**src/rtl/sap1_controller.sv**
```systemverilog
// sap1_controller: SAP-1 control sequencer with a six-state one-hot ring counter.
// Strobes are decoded combinationally from the T-state, the opcode and the halt flag.
`default_nettype none

module sap1_controller (
    input  logic       clk,
    input  logic       clr,
    input  logic       run,
    input  logic [3:0] opcode,
    output logic [5:0] t_state,
    output logic       cp,
    output logic       ep,
    output logic       lm,
    output logic       ce,
    output logic       li,
    output logic       ei,
    output logic       la,
    output logic       ea,
    output logic       su,
    output logic       eu,
    output logic       lb,
    output logic       lo,
    output logic       hlt
);

    typedef enum logic [5:0] {
        T1 = 6'b000001,
        T2 = 6'b000010,
        T3 = 6'b000100,
        T4 = 6'b001000,
        T5 = 6'b010000,
        T6 = 6'b100000
    } tState_e;

    localparam logic [3:0] C_OP_LDA = 4'b0000;
    localparam logic [3:0] C_OP_ADD = 4'b0001;
    localparam logic [3:0] C_OP_SUB = 4'b0010;
    localparam logic [3:0] C_OP_OUT = 4'b1110;
    localparam logic [3:0] C_OP_HLT = 4'b1111;

    tState_e r_state;
    logic    r_hlt;
    logic    w_haltNow;

    // The halting edge sets the flag and keeps the counter parked on T4.
    assign w_haltNow = (r_state == T4) && (opcode == C_OP_HLT);

    always_ff @(posedge clk or posedge clr) begin
        if (clr) begin
            r_state <= T1;
            r_hlt   <= 1'b0;
        end else begin
            if (w_haltNow) begin
                r_hlt <= 1'b1;
            end
            if (run && !r_hlt && !w_haltNow) begin
                case (r_state)
                    T1:      r_state <= T2;
                    T2:      r_state <= T3;
                    T3:      r_state <= T4;
                    T4:      r_state <= T5;
                    T5:      r_state <= T6;
                    T6:      r_state <= T1;
                    default: r_state <= T1;
                endcase
            end
        end
    end

    assign t_state = r_state;
    assign hlt     = r_hlt;

    always_comb begin
        cp = 1'b0; ep = 1'b0; lm = 1'b0; ce = 1'b0;
        li = 1'b0; ei = 1'b0; la = 1'b0; ea = 1'b0;
        su = 1'b0; eu = 1'b0; lb = 1'b0; lo = 1'b0;
        if (!clr && !r_hlt) begin
            case (r_state)
                T1: begin ep = 1'b1; lm = 1'b1; end
                T2: begin cp = 1'b1; end
                T3: begin ce = 1'b1; li = 1'b1; end
                T4: begin
                    if (opcode == C_OP_LDA || opcode == C_OP_ADD || opcode == C_OP_SUB) begin
                        ei = 1'b1; lm = 1'b1;
                    end else if (opcode == C_OP_OUT) begin
                        ea = 1'b1; lo = 1'b1;
                    end
                end
                T5: begin
                    if (opcode == C_OP_LDA) begin
                        ce = 1'b1; la = 1'b1;
                    end else if (opcode == C_OP_ADD || opcode == C_OP_SUB) begin
                        ce = 1'b1; lb = 1'b1;
                    end
                end
                T6: begin
                    if (opcode == C_OP_ADD || opcode == C_OP_SUB) begin
                        eu = 1'b1; la = 1'b1;
                        su = (opcode == C_OP_SUB);
                    end
                end
                default: begin end
            endcase
        end
    end

endmodule

`default_nettype wire

```
**config.mk**
```make
export PLATFORM = sky130hd
export DESIGN_NAME = sap1_controller
export DESIGN_NICKNAME = d
export VERILOG_FILES = /design/src/rtl/sap1_controller.sv
export SDC_FILE = /design/constraint.sdc
export NUM_CORES = 1
export LEC_CHECK = 0
export CAP_MARGIN = 15
export CORE_UTILIZATION = 39
export CTS_CLUSTER_DIAMETER = 40
export DETAILED_ROUTE_END_ITERATION = 6
export PLACE_DENSITY = 0.77
export SLEW_MARGIN = 15
export SYNTH_ARGS = -nofsm -noshare
export SYNTH_HDL_FRONTEND = slang
export SYNTH_SLANG_ARGS = --single-unit
```
**constraint.sdc**
```tcl
create_clock -name clk -period 2.15 [get_ports clk]
set_clock_uncertainty 0.2 [all_clocks]
set_input_delay 0.3225 -clock clk [delete_from_list [all_inputs] [get_ports clk]]
set_output_delay 0.3225 -clock clk [all_outputs]
set_load 0.05 [all_outputs]
```
==> results of run 1 <==
metal layers:
layer  part of all wire  up-vias  GRT usage  wire (microns)
met3              0.086       21     0.0909             224
met5                  0        -          0               0
met4              0.052        0      0.121             134
li1                   -      329          -               -
met2               0.49       62      0.508            1280
met1               0.37      370      0.313             957
how the worst min path moves through the flow:
stage                    start         end  depth (start not counted)
finish                     clr  t_state[5]                          3
global route               clr         hlt                          3
CTS                        clr         hlt                          3
detailed placement  t_state[2]  t_state[2]                          2
global placement    t_state[2]  t_state[2]                          2
floorplan                  clr         hlt                          1
report_power, final:
| part | total [uW] | internal, uW | switching, uW |
|---|---|---|---|
| clock network | 133 | 71.7 | 60.9 |
| registers | 258 | 176 | 81.8 |
| logic | 671 | 297 | 375 |
cells in the final DEF (no fill, tap or decap), types with 3 or more instances in the layout:
cell type,n
nand4_1,3
clkbuf_4,3
clkdlybuf4s50_1,6
inv_1,3
nand2_1,5
a21oi_1,3
o21ai_0,3
nor2_2,5
buf_12,12
dfrtp_2,5
buf_4,25
cells by family (layout without fill, tap and decap cells):
logic type	count (synthesis)	count (layout)	share of synthesized area
DFF	7	7	0.315
buffers and inverters	6	54	0.0604
xor gates and xnor gates	2	2	0.0313
muxes	4	4	0.0895
and+or+nand+nor	33	33	0.340
AOI/OAI and AO/OA	13	13	0.163
flip-flops by register name (all words and copies together) (netlist names):
register / cells
t_state: 6
hlt: 1
synthesized netlist by cell type:
cell	number
nor2_1	8
dfrtp_1	6
nand2_1	6
o21ai_0	4
a21oi_1	3
inv_1	3
nand4_1	3
and2_1	2
mux2_4	2
mux2i_1	2
nor3_1	2
o21bai_1	2
xor2_1	2
a22oi_1	1
and3b_1	1
and4b_2	1
buf_4	1
buf_6	1
clkbuf_1	1
dfstp_2	1
nand2_2	1
nand2b_1	1
nand3_1	1
nand4b_1	1
nor2b_1	1
nor3b_1	1
nor4_1	1
nor4b_1	1
nor4b_2	1
o211a_1	1
o211ai_1	1
o21ai_4	1
or2_2	1
area by class of cell:
type / count / area [sq um]
Multi-Input combinational cell: 52 / 458
Fill cell: 44 / 90.1
Timing Repair Buffer: 47 / 531
Clock buffer: 4 / 26.3
Inverter: 3 / 11.3
Tap cell: 15 / 18.8
Sequential cell: 7 / 183
per-stage QoR:
step / total power (uW) / utilization / cells / setup TNS (ps)
3_5_place_dp: 788 / 0.828 / 114 / -879
5_1_grt: 1110 / 0.932 / 128 / -1570
3_3_place_gp: 776 / 0.828 / 114 / -452
6_report: 1060 / 0.932 / 128 / -860
4_1_cts: 981 / 0.896 / 124 / -387
2_1_floorplan: 600 / - / 65 / -675
worst reg2reg max path, delay by kind of cell (launching register included):
family / cells / cell delay, ps
simple gates: 2 / 460
mux: 1 / 330
flops: 1 / 470
buf+inv: 2 / 330
compound gates: 1 / 230
what timing repair did:
item	CTS	global route
hold buffers	0	0
setup endpoints to repair	10	10
resized for setup	7	7
pin swaps	7	5
buffers inserted	6	4
==> run_results.csv, run 1 <==
group,metric,value,unit
outcome,status,"finished with violations",
outcome,violations,"setup timing",
worst_setup_path,slowest_stage,"dfrtp_2",
worst_setup_path,crit_type,"flop to primary output",
place,dp_slack,-210,ps
place,dpl_cell_area,0.00109,sq mm
final_layout,fin_area,0.00123,sq mm
global_route,antenna_found_initial,0,
logic_synthesis,ys_seq_area_frac,0.315,
logic_synthesis,synth_top_cell_by_area,"dfrtp_1",
clocking,numCtsBuffers,3,
clocking,clkTransAtPathRegs,60,ps
route,ant_nets,0,
sta,worst_slack,-175,ps
worst_setup_path,slowest_delay,480,ps
logic_synthesis,netlist.area_leader.share,0.268,
die,rows,13,
logic_synthesis,syn_avg_cell_area,8.60,sq um
global_route,track_usage,0.290,
worst_setup_path,r2r_setup_slack,20,ps
clocking,clock-sinks,7,
route,drtIter0Drc,48,
worst_setup_path,crit_chain,"nor2_4 -> nand4_1 -> buf_4 -> nor3_4 -> buf_12",
logic_synthesis,syn_area,559,sq um
route,drc,0,
worst_setup_path,path_depth,5,
worst_setup_path,rr_startpoint,"t_state[1]",
die,die_height,39.9,microns
worst_setup_path,r2r-end,"t_state[1]",
sta,fin_crit_sh,1.08,
logic_synthesis,synth_area_leaders,"dfrtp_1 27%, mux2_4 5.4%, nor2_1 5.4%",
worst_hold_path,hp-class,"primary input to asynchronous set/reset pin",
die,dieArea,0.00159,sq mm
sta,worstMarginPinSlew,500,ps
worst_setup_path,critPathRequiredTime,1630,ps
job,drv_cap,0,
logic_synthesis,ys_seq_elements,7,
global_route,grt_max_degree,8,
sta,relSlewSlack,0.666,
final_layout,nets,121,
worst_setup_path,r2r_cells,6,
route,wire_per_inst,20.3,microns
final_layout,antenna_cells,0,
die,coreArea,0.00132,sq mm
worst_setup_path,worst-path-buf-inv,2,
logic_synthesis,synth_cell_type_count,33,
route,drt_wl_total,2590,microns
power,power_density,865,mW/mm^2
global_route,grt_pass1_wl,2910,microns
die,start_util,0.425,
route,dr.pass1.iters,4,
clocking,cts_tree,"done",
logic_synthesis,yosys_warnings,0,
sta,max_freq,430,MHz
clocking,ctsHtreeMaxLevel,1,
sta,rsz0062_at_grt,"yes",
worst_setup_path,crit_path_end,"su",
sta,timing.final.crit_period,2320,ps
place,numPortBuffers,25,
final_layout,drive_above_1_share,0.628,
sta,whs,123,ps
global_route,grt_pass1_vias,684,
clocking,insertion_delay,270,ps
power,ir_worst_vdd,0.000773,V
logic_synthesis,synth_cells,65,
route,via_per_inst,6.11,
place,hpwl,1380,microns
worst_setup_path,cp-end-kind,"primary output",
worst_setup_path,cp-start-kind,"flop",
logic_synthesis,synth_fp_nets,72,
worst_setup_path,worst_ep_arrival_time,1800,ps
die,die_x,39.9,microns
global_route,overflow,0,
worst_setup_path,cp_max_fo,6,
place,gp_congestion,0.833,
worst_setup_path,crit_family,"simple AND/OR/NAND/NOR gates",
clocking,clockRootBuffer,"clkbuf_4",
route,vias,782,
worst_setup_path,crit_start,"t_state[4]",
die,io_pins,26,
power,p_leak,0.000539,uW
sta,hold_viol,0,
sta,drv_slew,0,
clocking,clockBufferDepth,2,
final_layout,synthToLayoutAreaGrowth,119,%
sta,setup_viol,9,
No activity file was read; power rests on OpenSTA's default activity.
==> inputs of run 2 (changes only) <==
Settings changed: CAP_MARGIN 15 to not set.
==> results of run 2 <==
The final DEF is identical to that of run 1; final timing and power are the same.
==> inputs of run 3 (changes only) <==
Settings changed: CAP_MARGIN set to 20, TNS_END_PERCENT set to 10.
==> run 3 against run 2 <==
  * The run still ends with setup timing left
  * Clock power is 3% higher
  * Critical path depth is the same
  * First-iteration DRC count down 52%
  * Clock-buffer cell count did not move
  * Hold slack better by 180 ps
  * Sequential cell count unchanged
  * Final cell count decreased by 0.78%
  * Setup slack better by 46 ps
  * Largest power group unchanged
  * Non-clock buffer count decreased by 1
  * Maximum frequency grew 2.0%
  * Final area is 3.5% lower
  * Global-route usage increased by 3.2 points
==> run_results.csv, run 3 (synthesis gave the netlist of run 1 again) <==
group,metric,value,unit
outcome,status,"finished with violations",
outcome,violations,"setup timing",
die,dieArea,0.00159,sq mm
final_layout,synthToLayoutAreaGrowth,112,%
final_layout,fillers,62,
die,die_height,39.9,microns
final_layout,largest_reg_flops,6,
worst_setup_path,r2r_cells,6,
place,numPortBuffers,25,
worst_setup_path,crit_family,"simple AND/OR/NAND/NOR gates",
final_layout,antenna_cells,0,
worst_setup_path,critPathRequiredTime,1630,ps
worst_setup_path,crit_chain,"nor2_2 -> nand4_1 -> buf_4 -> nor3_2 -> buf_12",
place,hpwl,1490,microns
route,drc,0,
power,switching_power,508,uW
power,seqPwrFrac,0.248,
die,rows,13,
sta,whs,304,ps
die,die_x,39.9,microns
job,drv_cap,0,
power,clock_power_share,0.133,
die,io_pins,26,
worst_setup_path,worst_ep_arrival_time,1760,ps
global_route,grt_max_degree,9,
route,drt_wl_total,2380,microns
sta,relSlewSlack,0.672,
global_route,grt_pass1_wl,3270,microns
clocking,ctsHtreeMaxLevel,1,
final_layout,drive_above_1_share,0.589,
worst_setup_path,slowest_stage,"dfrtp_2",
power,comb_power_share,0.620,
power,total_power,1030,uW
worst_setup_path,slowest_delay,450,ps
die,coreArea,0.00132,sq mm
final_layout,regArea,183,sq um
clocking,hold_buffers,0,
route,vias,757,
place,dp_slack,-67.4,ps
clocking,cts_tree,"done",
sta,timing.final.crit_period,2280,ps
global_route,track_usage,0.323,
global_route,grt_pass1_vias,668,
worst_hold_path,hp-class,"primary input to asynchronous set/reset pin",
power,ir_worst_vdd,0.000633,V
route,via_per_inst,5.96,
power,p_sw_frac,0.491,
route,ant_nets,0,
sta,worst_slack,-129,ps
route,dr.pass1.iters,5,
sta,worstMarginPinSlew,491,ps
route,drtIter0Drc,23,
clocking,numCtsBuffers,3,
route,wire_per_inst,18.7,microns
final_layout,most-common-layout-cells,"23 x buf_4, 12 x buf_12, 6 x clkdlybuf4s50_1",
sta,setup_viol,10,
die,start_util,0.425,
worst_setup_path,path_depth,5,
worst_setup_path,cp_max_fo,6,
clocking,insertion_delay,270,ps
place,gp_congestion,0.819,
clocking,clockBufferDepth,2,
worst_setup_path,cp-start-kind,"flop",
final_layout,utilization,0.899,
sta,rsz0062_at_grt,"yes",
worst_setup_path,worst-path-buf-inv,2,
power,p_leak,0.000522,uW
clocking,clockRootBuffer,"clkbuf_4",
sta,max_freq,439,MHz
final_layout,final_common_cell,"buf_4",
sta,drv_slew,0,
global_route,antenna_found_initial,0,
worst_setup_path,crit_type,"flop to primary output",
place,dp.cells,114,
final_layout,nets,120,
final_layout,fin_cells,127,
final_layout,multi_input_area,424,sq um
power,internal_power,526,uW
clocking,clkTransAtPathRegs,60,ps
worst_setup_path,cp-end-kind,"primary output",
power,power_density,872,mW/mm^2
sta,hold_viol,0,
global_route,overflow,0,
clocking,clock-sinks,7,
sta,fin_crit_sh,1.06,
## run 3: cell count changes in the layout (fill, tap and decap cells not counted), moves of 2 or more
cell            before  now
nor2_1               1    3
dlymetal6s2s_1       2    0
nor2_2               5    3
buf_6                0    2
buf_4               25   23
## run 3: cell type report
cell class,instances,share of cell area
Sequential cell,7,0.154
Timing Repair Buffer,46,0.440
Tap cell,15,0.0158
Clock buffer,4,0.0222
Multi-Input combinational cell,52,0.358
Inverter,3,0.00950
## run 3: final timing paths
path	from	endpoint	slack, ps
min in group clk	t_state[5]	t_state[5]	440
max in group asynchronous	clr	t_state[0]	1170
setup / recovery	t_state[3]	su	-130
setup reg to reg	t_state[4]	t_state[3]	20
hold / removal	clr	t_state[5]	300
hold reg to reg	t_state[5]	t_state[5]	440
## run 3: stage by stage
stage / TNS (ps) / instance area (sq um)
after CTS: -405 / 1130
after floorplan: -1810 / 612
after global routing: -1780 / 1180
after global placement: -67.0 / 1050
final: -678 / 1180
after detailed placement: -333 / 1050
## run 3: power by group through the flow
stage | Clock (uW) | Combinational, uW | Sequential (uW)
final | 137 | 640 | 256
after global routing | 142 | 664 | 262
after CTS | 127 | 578 | 241
after detailed placement | 0 | 520 | 252
after global placement | 0 | 505 | 249
after floorplan | 0 | 252 | 334
## run 3: timing repair
action                     in CTS  in global routing
buffers inserted                5                  4
resized for setup               7                 10
setup endpoints to repair      10                 15
pin swaps                       3                  7
## run 3: worst reg2reg max path: stages (launching register included)
cell and delay, ps:
dfrtp_2 450, nor4b_4 320, nand2_2 170, buf_4 170, buf_4 140, o21ai_4 220, mux2_4 340
## run 3: routing by layer
layer | up-vias | track usage | routed length, microns
li1 | 326 | - | -
met1 | 355 | 0.381 | 921
met2 | 58 | 0.581 | 1150
met3 | 18 | 0.0795 | 197
met4 | 0 | 0.0517 | 112
met5 | - | 0 | 0
